[config.mk]
export PLATFORM = sky130hd
export DESIGN_NAME = id_ex_pipe_reg
export DESIGN_NICKNAME = d
export VERILOG_FILES = /design/src/rtl/riscv_pkg.sv /design/src/rtl/load_use_detect.sv /design/src/rtl/id_ex_pipe_reg.sv
export SDC_FILE = /design/constraint.sdc
export NUM_CORES = 1
export LEC_CHECK = 0
export CAP_MARGIN = 20
export CELL_PAD_IN_SITES_DETAIL_PLACEMENT = 0
export CELL_PAD_IN_SITES_GLOBAL_PLACEMENT = 1
export CORE_UTILIZATION = 30
export DETAILED_ROUTE_END_ITERATION = 16
export HOLD_SLACK_MARGIN = 0.06
export PLACE_DENSITY_LB_ADDON = 0.1
export SYNTH_ARGS = -nofsm -noshare
export SYNTH_HDL_FRONTEND = slang
export SYNTH_SLANG_ARGS = --single-unit
[constraint.sdc]
create_clock -name clk -period 2.85 [get_ports clk]
set_input_delay 0.57 -clock clk [delete_from_list [all_inputs] [get_ports clk]]
set_output_delay 0.57 -clock clk [all_outputs]
set_load 0.1 [all_outputs]
[src/rtl/riscv_pkg.sv]
// Shared RV32 decode constants and the controller output bundle used by
// the ID/EX pipeline register and its load-use detector.
package riscv_pkg;

    // Major opcodes (inst[6:0])
    localparam logic [6:0] OPC_OP     = 7'b0110011;
    localparam logic [6:0] OPC_OP_IMM = 7'b0010011;
    localparam logic [6:0] OPC_LOAD   = 7'b0000011;
    localparam logic [6:0] OPC_STORE  = 7'b0100011;
    localparam logic [6:0] OPC_BRANCH = 7'b1100011;
    localparam logic [6:0] OPC_JAL    = 7'b1101111;
    localparam logic [6:0] OPC_JALR   = 7'b1100111;

    typedef enum logic [1:0] {
        ALU_ADD   = 2'b00,
        ALU_SUB   = 2'b01,
        ALU_RTYPE = 2'b10,
        ALU_ITYPE = 2'b11
    } alu_op_e;

    typedef enum logic [1:0] {
        CT_NONE   = 2'b00,
        CT_BRANCH = 2'b01,
        CT_JAL    = 2'b10,
        CT_JALR   = 2'b11
    } ctrl_transfer_e;

    // All-zero value of this bundle is a bubble: no write-back, no memory
    // access, no control transfer.
    typedef struct packed {
        logic           ALU_src;
        logic           WB_data_src;
        logic           reg_write;
        logic           mem_read;
        logic           mem_write;
        alu_op_e        ALU_op;
        ctrl_transfer_e ctrl_transfer;
    } ctrl_bundle_t;

endpackage

[src/rtl/load_use_detect.sv]
// Combinational load-use hazard detect.
// Inputs : EX-stage valid/mem_read/rd, ID-stage valid/opcode/rs1/rs2.
// Output : hz - the ID instruction reads a register the EX load has not
//          yet produced.
module load_use_detect
    import riscv_pkg::*;
(
    input  logic       ex_valid,
    input  logic       ex_mem_read,
    input  logic [4:0] ex_rd,
    input  logic       id_valid,
    input  logic [6:0] id_opcode,
    input  logic [4:0] id_rs1,
    input  logic [4:0] id_rs2,
    output logic       hz
);

    logic uses_rs1;
    logic uses_rs2;

    always_comb begin
        uses_rs1 = 1'b0;
        uses_rs2 = 1'b0;
        case (id_opcode)
            OPC_OP:     begin uses_rs1 = 1'b1; uses_rs2 = 1'b1; end
            OPC_STORE:  begin uses_rs1 = 1'b1; uses_rs2 = 1'b1; end
            OPC_BRANCH: begin uses_rs1 = 1'b1; uses_rs2 = 1'b1; end
            OPC_OP_IMM: uses_rs1 = 1'b1;
            OPC_LOAD:   uses_rs1 = 1'b1;
            OPC_JALR:   uses_rs1 = 1'b1;
            default:    ;
        endcase
    end

    // x0 is hardwired zero, so a load targeting it never creates a dependency.
    assign hz = ex_valid & ex_mem_read & (ex_rd != 5'd0) & id_valid &
                ((uses_rs1 & (id_rs1 == ex_rd)) | (uses_rs2 & (id_rs2 == ex_rd)));

endmodule

[src/rtl/id_ex_pipe_reg.sv]
// ID/EX pipeline register with load-use bubble insertion, flush and
// external stall, plus a saturating count of inserted bubbles.
// Ports: clk/reset (sync, active high); id_* decoded instruction in;
// flush/ext_stall controls; stall_if_id holds PC and IF/ID; ex_* registered
// instruction out; bubble_cnt bubbles inserted since reset.
module id_ex_pipe_reg
    import riscv_pkg::*;
#(
    parameter int XLEN  = 32,
    parameter int CNT_W = 16
) (
    input  logic            clk,
    input  logic            reset,
    input  logic            id_valid,
    input  logic [6:0]      id_opcode,
    input  logic            id_ALU_src,
    input  logic            id_WB_data_src,
    input  logic            id_reg_write,
    input  logic            id_mem_read,
    input  logic            id_mem_write,
    input  logic [1:0]      id_ALU_op,
    input  logic [1:0]      id_ctrl_transfer,
    input  logic [XLEN-1:0] id_pc,
    input  logic [XLEN-1:0] id_rd1,
    input  logic [XLEN-1:0] id_rd2,
    input  logic [XLEN-1:0] id_imm,
    input  logic [4:0]      id_rs1,
    input  logic [4:0]      id_rs2,
    input  logic [4:0]      id_rd,
    input  logic [2:0]      id_funct3,
    input  logic [6:0]      id_funct7,
    input  logic            flush,
    input  logic            ext_stall,
    output logic            stall_if_id,
    output logic            ex_valid,
    output logic            ex_ALU_src,
    output logic            ex_WB_data_src,
    output logic            ex_reg_write,
    output logic            ex_mem_read,
    output logic            ex_mem_write,
    output logic [1:0]      ex_ALU_op,
    output logic [1:0]      ex_ctrl_transfer,
    output logic [XLEN-1:0] ex_pc,
    output logic [XLEN-1:0] ex_rd1,
    output logic [XLEN-1:0] ex_rd2,
    output logic [XLEN-1:0] ex_imm,
    output logic [4:0]      ex_rs1,
    output logic [4:0]      ex_rs2,
    output logic [4:0]      ex_rd,
    output logic [2:0]      ex_funct3,
    output logic [6:0]      ex_funct7,
    output logic [CNT_W-1:0] bubble_cnt
);

    ctrl_bundle_t id_ctrl;
    ctrl_bundle_t ex_ctrl;
    logic         hz;
    logic         load_bubble;

    assign id_ctrl = '{ALU_src:       id_ALU_src,
                       WB_data_src:   id_WB_data_src,
                       reg_write:     id_reg_write,
                       mem_read:      id_mem_read,
                       mem_write:     id_mem_write,
                       ALU_op:        alu_op_e'(id_ALU_op),
                       ctrl_transfer: ctrl_transfer_e'(id_ctrl_transfer)};

    load_use_detect u_lud (
        .ex_valid    (ex_valid),
        .ex_mem_read (ex_ctrl.mem_read),
        .ex_rd       (ex_rd),
        .id_valid    (id_valid),
        .id_opcode   (id_opcode),
        .id_rs1      (id_rs1),
        .id_rs2      (id_rs2),
        .hz          (hz)
    );

    // A flushed instruction is gone, so a hazard on it must not freeze IF/ID.
    assign stall_if_id = ext_stall | (hz & ~flush);

    // Cases that put a bubble into EX: flush always, hazard only when not frozen.
    assign load_bubble = flush | (~ext_stall & hz);

    always_ff @(posedge clk) begin
        if (reset) begin
            ex_valid   <= 1'b0;
            ex_ctrl    <= '0;
            ex_pc      <= '0;
            ex_rd1     <= '0;
            ex_rd2     <= '0;
            ex_imm     <= '0;
            ex_rs1     <= '0;
            ex_rs2     <= '0;
            ex_rd      <= '0;
            ex_funct3  <= '0;
            ex_funct7  <= '0;
            bubble_cnt <= '0;
        end else begin
            if (load_bubble) begin
                ex_valid  <= 1'b0;
                ex_ctrl   <= '0;
                ex_pc     <= '0;
                ex_rd1    <= '0;
                ex_rd2    <= '0;
                ex_imm    <= '0;
                ex_rs1    <= '0;
                ex_rs2    <= '0;
                ex_rd     <= '0;
                ex_funct3 <= '0;
                ex_funct7 <= '0;
                if (bubble_cnt != {CNT_W{1'b1}})
                    bubble_cnt <= bubble_cnt + CNT_W'(1);
            end else if (!ext_stall) begin
                ex_valid  <= id_valid;
                ex_ctrl   <= id_valid ? id_ctrl : '0;
                ex_pc     <= id_pc;
                ex_rd1    <= id_rd1;
                ex_rd2    <= id_rd2;
                ex_imm    <= id_imm;
                ex_rs1    <= id_rs1;
                ex_rs2    <= id_rs2;
                ex_rd     <= id_rd;
                ex_funct3 <= id_funct3;
                ex_funct7 <= id_funct7;
            end
        end
    end

    assign ex_ALU_src       = ex_ctrl.ALU_src;
    assign ex_WB_data_src   = ex_ctrl.WB_data_src;
    assign ex_reg_write     = ex_ctrl.reg_write;
    assign ex_mem_read      = ex_ctrl.mem_read;
    assign ex_mem_write     = ex_ctrl.mem_write;
    assign ex_ALU_op        = ex_ctrl.ALU_op;
    assign ex_ctrl_transfer = ex_ctrl.ctrl_transfer;

endmodule

# ---- Yosys cells after proc, flatten, opt, wreduce, memory -nomap -nowiden
# Index checks and enable logic that the tools add are counted.
dict set report word_totals {
  register_bits 179
  output_inout_bits 180
}
dict set report op_classes {
  add_sub_neg 1
  eq_ne 9
  mux 3
  n_bitwise 13
  reduce_logical 5
}
# cell count
set op_table {}
lappend op_table {{$add 16x1->16 const B} 1}
lappend op_table {{$ne 16x16->1 const B} 1}
lappend op_table {{$eq 7x6->1 const B} 2}
lappend op_table {{$eq 7x7->1 const B} 2}
lappend op_table {{$eq 5x5->1} 2}
lappend op_table {{$mux 9} 1}
lappend op_table {{$and 1x1->1} 8}
lappend op_table {{$eq 7x2->1 const B} 1}
lappend op_table {{$eq 7x5->1 const B} 1}
lappend op_table {{$reduce_or 6->1} 1}
lappend op_table {{$reduce_bool 5->1} 1}
lappend op_table {{$or 1x1->1} 3}
lappend op_table {{$reduce_or 3->1} 1}
lappend op_table {{$mux 1} 2}
lappend op_table {{$not 1->1} 2}
lappend op_table {{$reduce_and 2->1} 1}
lappend op_table {{$reduce_or 2->1} 1}

# ---- Logic depth before layout (Yosys ltp)
# Gate-level depths: netlist (run 1).
dict set report logic_depth {
  depth_word 9
  ltp_mapped 9
  mapped_depth_nobuf 7
}

# ---- By module
# From an unflattened synthesis (run 1), not the netlist that was laid out.
dict set report unflattened {
  cells_unflattened 659
  hier_area_um2 6795.3
}
# mod n_inst cells_per_inst area_per_inst_um2 seq_area_each_um2
set modules_own_cells {}
lappend modules_own_cells {id_ex_pipe_reg 1 636 6611.3 3583.4}
lappend modules_own_cells {load_use_detect 1 23 183.9 0.0}

# ---- Least setup slack after synthesis (run 1)
# Ideal clock, no wire load.
dict set report synth_timing {
  kind {register to output}
  from {register ex_rd[0]}
  to {output port stall_if_id}
  t_arrival_ns 2.303
  t_required_ns 2.280
  path_slack_ns -0.023
  path_stages_with_launch 5
  n_path_buf 0
  path_cell_list {dfxtp_1 -> xnor2_1 -> nand4b_1 -> o22ai_1 -> a21o_1}
}
dict set report synth_between {
  elab_chain_len 6
  elab_cells_between_ends 11
}
# item line
set synth_lines {}
lappend synth_lines {{start: declaration} id_ex_pipe_reg.sv:49} ;# output logic [4:0] ex_rd,
lappend synth_lines {{start signal: assignment} id_ex_pipe_reg.sv:123} ;# ex_rd <= id_rd;
lappend synth_lines {{$eq 5x5->1 or $reduce_bool 5->1 (tied branches)} {load_use_detect.sv:37, load_use_detect.sv:36}}
lappend synth_lines {{$and 1x1->1, on equally long branches} {load_use_detect.sv:37, load_use_detect.sv:36}}
lappend synth_lines {{$or 1x1->1 or $and 1x1->1 (tied branches)} {load_use_detect.sv:37, load_use_detect.sv:36}}
lappend synth_lines {{$and 1x1->1 *} load_use_detect.sv:36} ;# assign hz = ex_valid & ex_mem_read & (ex_rd != 5'd0) & id_valid &
lappend synth_lines {{$and 1x1->1 *} id_ex_pipe_reg.sv:80} ;# assign stall_if_id = ext_stall | (hz & ~flush);
lappend synth_lines {{$or 1x1->1 *} id_ex_pipe_reg.sv:80}
lappend synth_lines {{end: declaration} id_ex_pipe_reg.sv:34} ;# output logic stall_if_id,
# Mark *: on every way between the ends. The rest lies on a longest branch, timed or not.

# ---- Worst setup path in the final report (run 1)
dict set report layout_timing {
  from {input port id_rs2[1]}
  to {output port stall_if_id}
}
dict set report layout_between {
  elab_chain_len 6
}
# item line
set layout_lines {}
lappend layout_lines {{start: declaration} id_ex_pipe_reg.sv:28} ;# input logic [4:0] id_rs2,
lappend layout_lines {{$eq 5x5->1} load_use_detect.sv:37} ;# ((uses_rs1 & (id_rs1 == ex_rd)) | (uses_rs2 & (id_rs2 == ex_rd)));
lappend layout_lines {{$and 1x1->1} load_use_detect.sv:37}
lappend layout_lines {{$or 1x1->1} load_use_detect.sv:37}
lappend layout_lines {{$and 1x1->1} load_use_detect.sv:36}
lappend layout_lines {{$and 1x1->1} id_ex_pipe_reg.sv:80}
lappend layout_lines {{$or 1x1->1} id_ex_pipe_reg.sv:80}
# Every way passes these cells.

==> results of run 1 <==
## cells by family after synthesis
kind of cell / Yosys count / share of synthesized area (%)
compound gates: 44 / 4.079
xor+xnor: 11 / 1.390
fa+ha+maj: 1 / 0.1805
buf+inv: 46 / 3.791
flops: 179 / 51.70
mux: 154 / 22.24
simple gates: 218 / 16.62
## metal layers
layer	vias up	GRT usage, %	wire length [um]	share of wire, %
li1	2922	-	-	-
met1	2691	18.83	8076	40
met2	208	29.85	10200	50
met3	20	6.088	1802	8.8
met4	0	6.571	335	1.6
met5	-	0	0	0
## power breakdown
part	leakage [nW]	total [mW]	switching [mW]	internal [mW]
Clock	0.291	2.47	1.04	1.42
Combinational	3.06	1.31	0.837	0.471
Sequential	1.46	2.62	0.0461	2.58
Total	4.81	6.40	1.93	4.47
## worst paths after layout
kind                   from           to  slack (ps)
setup / recovery  id_rs2[1]  stall_if_id         310
hold / removal    ex_pc[25]    ex_pc[25]         500
setup reg to reg   ex_rd[0]     ex_pc[6]         730
hold reg to reg   ex_pc[25]    ex_pc[25]         500
## Yosys cell counts (all sizes together)
| cell | instances | area [um2] |
|---|---|---|
| dfxtp | 179 | 3583 |
| nor2 | 171 | 867.1 |
| mux2i | 154 | 1541 |
| clkbuf | 30 | 112.6 |
| a21oi | 17 | 92.59 |
| buf | 13 | 138.9 |
| xnor2 | 10 | 87.58 |
| a22oi | 9 | 67.56 |
| nand3 | 9 | 45.04 |
| or3 | 8 | 50.05 |
| o21ai | 7 | 35.03 |
| or4 | 7 | 52.55 |
| o31ai | 6 | 45.04 |
| nand2 | 5 | 18.77 |
| nand4 | 5 | 31.28 |
| inv | 3 | 11.26 |
| nor2b | 3 | 18.77 |
| nor3 | 2 | 10.01 |
| o211ai | 2 | 20.02 |
| a21o | 1 | 7.510 |
| and3 | 1 | 6.260 |
| and3b | 1 | 8.760 |
| and4 | 1 | 8.760 |
| ha | 1 | 12.51 |
| nand2b | 1 | 6.260 |
| nand3b | 1 | 7.510 |
| nand4b | 1 | 8.760 |
| nor4 | 1 | 6.260 |
| o22ai | 1 | 6.260 |
| o41ai | 1 | 8.760 |
| or2 | 1 | 6.260 |
| xor2 | 1 | 8.760 |
## flip-flops by register name, indices dropped and copies added, names as in the netlist, 2 cells and up
name              count
ex_imm               32
ex_pc                32
ex_rd1               32
ex_rd2               32
bubble_cnt           16
ex_funct7             7
ex_rd                 5
ex_rs1                5
ex_rs2                5
ex_funct3             3
ex_ALU_op             2
ex_ctrl_transfer      2
## final cells by class
type,instances,share of cell area [%]
clock buffer,19,4.020
multi-input combinational,428,28.08
antenna,1,0.02271
clock inverter,12,1.545
tap,285,3.237
sequential,179,32.57
inverter,3,0.1022
timing repair buffer,370,30.43
## worst max-delay path, cell delays in order
cell and delay (ps):
sky130_fd_sc_hd__clkdlybuf4s50_1 510, sky130_fd_sc_hd__xnor2_1 130, sky130_fd_sc_hd__nand4_1 110, sky130_fd_sc_hd__o22ai_1 160
sky130_fd_sc_hd__buf_4 150, sky130_fd_sc_hd__a21o_1 150, sky130_fd_sc_hd__buf_12 180
## per-stage QoR
stage	utilization, %	instances	hold WS [ps]
after floorplan	-	653	713.8
after global placement	45.94	1265	476.5
after detailed placement	45.94	1265	485.5
after CTS	48.65	1296	504.0
after global routing	48.66	1297	525.7
final	48.66	1297	495.6
==> impl_metrics.env, run 1 <==
export IMPL_outcome="finished clean"
export IMPL_synthesis_instances=653
export IMPL_gp_routability_congestion=0.7539
export IMPL_synth_warning_count=0
export IMPL_grt_pass1_vias=5791
export IMPL_drc_errors=0
export IMPL_footprint_of_the_multi_input_gates_mm2=0.003093
export IMPL_ctsRootBufferMaster="sky130_fd_sc_hd__clkbuf_16"
export IMPL_layout_cell_area_non_filler_mm2=0.01102
export IMPL_final_cell_mix="sky130_fd_sc_hd__buf_4 (186), sky130_fd_sc_hd__dfxtp_1 (175), sky130_fd_sc_hd__clkdlybuf4s50_1 (172)"
export IMPL_drt_first_iter_violations=180
export IMPL_route_detailed_vias_per_inst=4.503
export IMPL_final_layout_size_suffix_gt1_share_pct=26.31
export IMPL_grt_pass1_wl_mm=31.28
export IMPL_area_after_dpl_mm2=0.01040
export IMPL_port_buffer_count=353
export IMPL_start_util_pct=30.62
export IMPL_post_dp_hpwl_mm=15.29
export IMPL_ant_nets=0
export IMPL_placement_rows=55
export IMPL_path_class="input pin to primary output"
export IMPL_postLayoutSetupSlackWorst_ps=313.9
export IMPL_grt_total_usage_pct=17.06
export IMPL_worstHoldPathType="flop to flop"
export IMPL_critPathLaunchType="input pin"
export IMPL_grt_setup_unrepaired="no"
export IMPL_pin_count_of_the_biggest_net_entering_global_routing=67
export IMPL_rr_worst_depth=8
export IMPL_synth_seq_cells=179
export IMPL_worst_clock_skew_ps=13.34
export IMPL_floorplan_die_width_um=154.0
export IMPL_syn_num_nets=828
export IMPL_clk_path_buf_depth=2
export IMPL_period_share_pct=88.99
export IMPL_layout_filler_cells=2196
export IMPL_layout_cells_most_common="sky130_fd_sc_hd__buf_4"
export IMPL_floorplan_core_area_mm2=0.02264
export IMPL_wire_per_inst_um=15.74
export IMPL_worst_endpoint_required_ps=2280
export IMPL_post_cts_buffers=0
export IMPL_post_cts_resize_count=0
export IMPL_area_growth_synth_to_final_pct=58.93
export IMPL_detailedPlace_worstSlack_ps=262.4
export IMPL_post_layout_total_power_mw=6.398
export IMPL_maximum_vdd_ir_drop_v=0.0003516
export IMPL_cts_tree="yes"
export IMPL_die_area_mm2=0.02372
export IMPL_finalCriticalPeriod_ps=2536
export IMPL_number_of_antenna_violations_at_the_first_check_in_global_routing=1
export IMPL_via_count=5841
export IMPL_synth_seq_area_share_pct=51.70
export IMPL_leakage_nw=4.810
export IMPL_hold_violations=0
export IMPL_pin_count=354
export IMPL_worst_setup_path_end_kind="primary output"
export IMPL_max_frequency_mhz=394.3
export IMPL_totalWireLength_mm=20.41
export IMPL_numCtsBuffers=17
export IMPL_clock_sink_count=179
export IMPL_seq_area_mm2=0.003588
export IMPL_drt_pre_antenna_iters=4
export IMPL_path_max_fanout=3
export IMPL_max_slew_worst_pin_slew_ps=979.9
export IMPL_post_synth_instance_area_mm2=0.006932
export IMPL_clkTransAtPathRegs_ps=60
export IMPL_dieHeight_um=154.0
export IMPL_cp_data_arrival_time_ps=1970
export IMPL_setup_total_negative_slack_ps=0
export IMPL_clock_tree_htree_level_count=4
export IMPL_num_nets_final=1174
export IMPL_cts_hold_buf=0
export IMPL_total_power_density_per_cell_area_mw_per_mm2=580.8
export IMPL_finalSetupViolCount=0
export IMPL_clock_latency_of_the_later_clocked_register_in_the_worst_skew_pair_ps=420
export IMPL_yosysUniqueCellTypes=38
export IMPL_slew_headroom_pct=34.68
export IMPL_timing_max_cap_violations=0
export IMPL_post_synth_cell_area_avg_um2=10.62
export IMPL_congestion_overflow_gr=0
export IMPL_min_delay_path_depth=2
export IMPL_finalMaxSlewViolations=0
No activity file was read; power rests on OpenSTA's default activity.
==> inputs of run 2 (changes only) <==
Settings changed: TNS_END_PERCENT set to 10.
Clock period 2.85 ns to 3.27 ns, I/O delays scaled along.
==> run 2 against run 1 <==
Against the previous run: wire length rose by 0.35%; sequential share of layout area increased by 0.37 points; critical endpoint unchanged; die area did not move; combinational power down 14%; first-iteration DRC count increased by 10%; core utilization decreased by 0.61 points; highest routed layer unchanged; cell count decreased by 0.31%; clock skew decreased by 0.87 ps; global-route usage increased by 0.21 points; worst setup slack gained 140 ps; register-to-register slack better by 50 ps; count of clock-buffer cells in the layout is 2 lower.
==> impl_metrics.env, run 2 (synthesized netlist as in run 1, its figures left out) <==
export IMPL_outcome="finished clean"
export IMPL_post_dp_hpwl_mm=15.15
export IMPL_maximum_vdd_ir_drop_v=0.0002903
export IMPL_worst_endpoint_required_ps=2620
export IMPL_num_nets_final=1170
export IMPL_finalMaxSlewViolations=0
export IMPL_grt_total_usage_pct=17.27
export IMPL_hold_violations=0
export IMPL_numCtsBuffers=17
export IMPL_slew_headroom_pct=32.44
export IMPL_drt_first_iter_violations=198
export IMPL_finalSetupViolCount=0
export IMPL_area_growth_synth_to_final_pct=56.93
export IMPL_path_max_fanout=3
export IMPL_area_after_dpl_mm2=0.01029
export IMPL_critPathLaunchType="input pin"
export IMPL_floorplan_die_width_um=154.0
export IMPL_worst_clock_skew_ps=12.46
export IMPL_totalWireLength_mm=20.49
export IMPL_grt_pass1_vias=5716
export IMPL_worst_setup_path_end_kind="primary output"
export IMPL_worstHoldPathType="flop to flop"
export IMPL_placement_rows=55
export IMPL_post_cts_buffers=0
export IMPL_cts_hold_buf=0
export IMPL_clk_path_buf_depth=2
export IMPL_cp_data_arrival_time_ps=2170
export IMPL_ctsRootBufferMaster="sky130_fd_sc_hd__clkbuf_16"
export IMPL_post_cts_resize_count=0
export IMPL_finalCriticalPeriod_ps=2821
export IMPL_route_detailed_vias_per_inst=4.474
export IMPL_max_frequency_mhz=354.5
export IMPL_floorplan_core_area_mm2=0.02264
export IMPL_clock_sink_count=179
export IMPL_cts_tree="yes"
export IMPL_grt_setup_unrepaired="no"
export IMPL_ant_nets=0
export IMPL_grt_pass1_wl_mm=31.76
export IMPL_pin_count=354
export IMPL_layout_cells_most_common="sky130_fd_sc_hd__buf_4"
export IMPL_die_area_mm2=0.02372
export IMPL_timing_max_cap_violations=0
export IMPL_clock_tree_htree_level_count=4
export IMPL_dieHeight_um=154.0
export IMPL_gp_routability_congestion=0.7932
export IMPL_final_layout_size_suffix_gt1_share_pct=25.79
export IMPL_start_util_pct=30.62
export IMPL_wire_per_inst_um=15.84
export IMPL_layout_cell_area_non_filler_mm2=0.01088
export IMPL_post_layout_total_power_mw=5.487
export IMPL_clock_latency_of_the_later_clocked_register_in_the_worst_skew_pair_ps=430
export IMPL_drt_pre_antenna_iters=4
export IMPL_max_slew_worst_pin_slew_ps=1013
export IMPL_drc_errors=0
export IMPL_total_power_density_per_cell_area_mw_per_mm2=504.4
export IMPL_congestion_overflow_gr=0
export IMPL_clkTransAtPathRegs_ps=70
export IMPL_via_count=5785
export IMPL_number_of_antenna_violations_at_the_first_check_in_global_routing=0
export IMPL_pin_count_of_the_biggest_net_entering_global_routing=50
export IMPL_setup_total_negative_slack_ps=0
export IMPL_final_cell_mix="sky130_fd_sc_hd__buf_4 (188), sky130_fd_sc_hd__dfxtp_1 (179), sky130_fd_sc_hd__clkdlybuf4s50_1 (172)"
export IMPL_period_share_pct=86.26
export IMPL_path_class="input pin to primary output"
export IMPL_leakage_nw=4.758
export IMPL_num_antenna_cells=0
export IMPL_port_buffer_count=353
[run 2: changes by cell type in the layout (fill, tap and decap cells not counted), moves of 3 or more]
cell and delta:
sky130_fd_sc_hd__dfxtp_2 -4, sky130_fd_sc_hd__inv_6 +3, sky130_fd_sc_hd__dfxtp_1 +4, sky130_fd_sc_hd__buf_12 -6
[run 2: cell type report]
type / count / area, um2
Clock buffer: 17 / 425.4
Clock inverter: 15 / 161.4
Fill cell: 2184 / 11760
Inverter: 3 / 11.26
Multi-Input combinational cell: 428 / 3093
Sequential cell: 179 / 3583
Tap cell: 285 / 356.6
Timing Repair Buffer: 366 / 3247
[run 2: power by group]
group          internal [mW]  switching [mW]  total (mW)
clock network           1.09           0.984        2.07
logic                  0.398           0.728        1.13
registers               2.25          0.0399        2.29
[run 2: worst paths after layout]
path / start / end / slack (ps) / cells past startpoint
worst max-delay path: id_rs2[0] / stall_if_id / 450 / 6
worst min-delay path: ex_imm[8] / ex_imm[8] / 500 / 2
worst max register to register: ex_rd[0] / bubble_cnt[1] / 780 / 6
worst min register to register: ex_imm[8] / ex_imm[8] / 500 / 2
[run 2: worst max-delay path, stage by stage]
cell and delay [ps]:
sky130_fd_sc_hd__clkdlybuf4s50_1 500, sky130_fd_sc_hd__xnor2_1 140, sky130_fd_sc_hd__nand4b_1 130, sky130_fd_sc_hd__o22ai_1 350, sky130_fd_sc_hd__a21o_1 210, sky130_fd_sc_hd__buf_12 180
[run 2: metal layers]
metal  routed length [um]  track usage (%)  vias to the layer above  share of wire [%]
li1                     -                -                     2903                  -
met1                 8211            19.50                     2658                 40
met2                10220            29.98                      206                 50
met3                 1821            6.708                       18                8.9
met4                  238            5.048                        0                1.2
met5                    0                0                        -                  0
[run 2: metrics by stage]
step                      utilization (%)  setup slack [ps]  hold slack (ps)  std cells
after floorplan                         -             312.8            797.9        653
after global placement              45.45             405.6            476.6       1261
after detailed placement            45.45             378.5            486.7       1261
after CTS                           48.05             436.7            502.6       1293
after global routing                48.05             334.8            523.0       1293
final                               48.05             449.4            495.1       1293
==> inputs of run 3 (changes only) <==
Settings changed: TNS_END_PERCENT 10 to unset.
==> results of run 3 <==
Same layout as run 2: the final DEF is identical, and so are final timing and power.
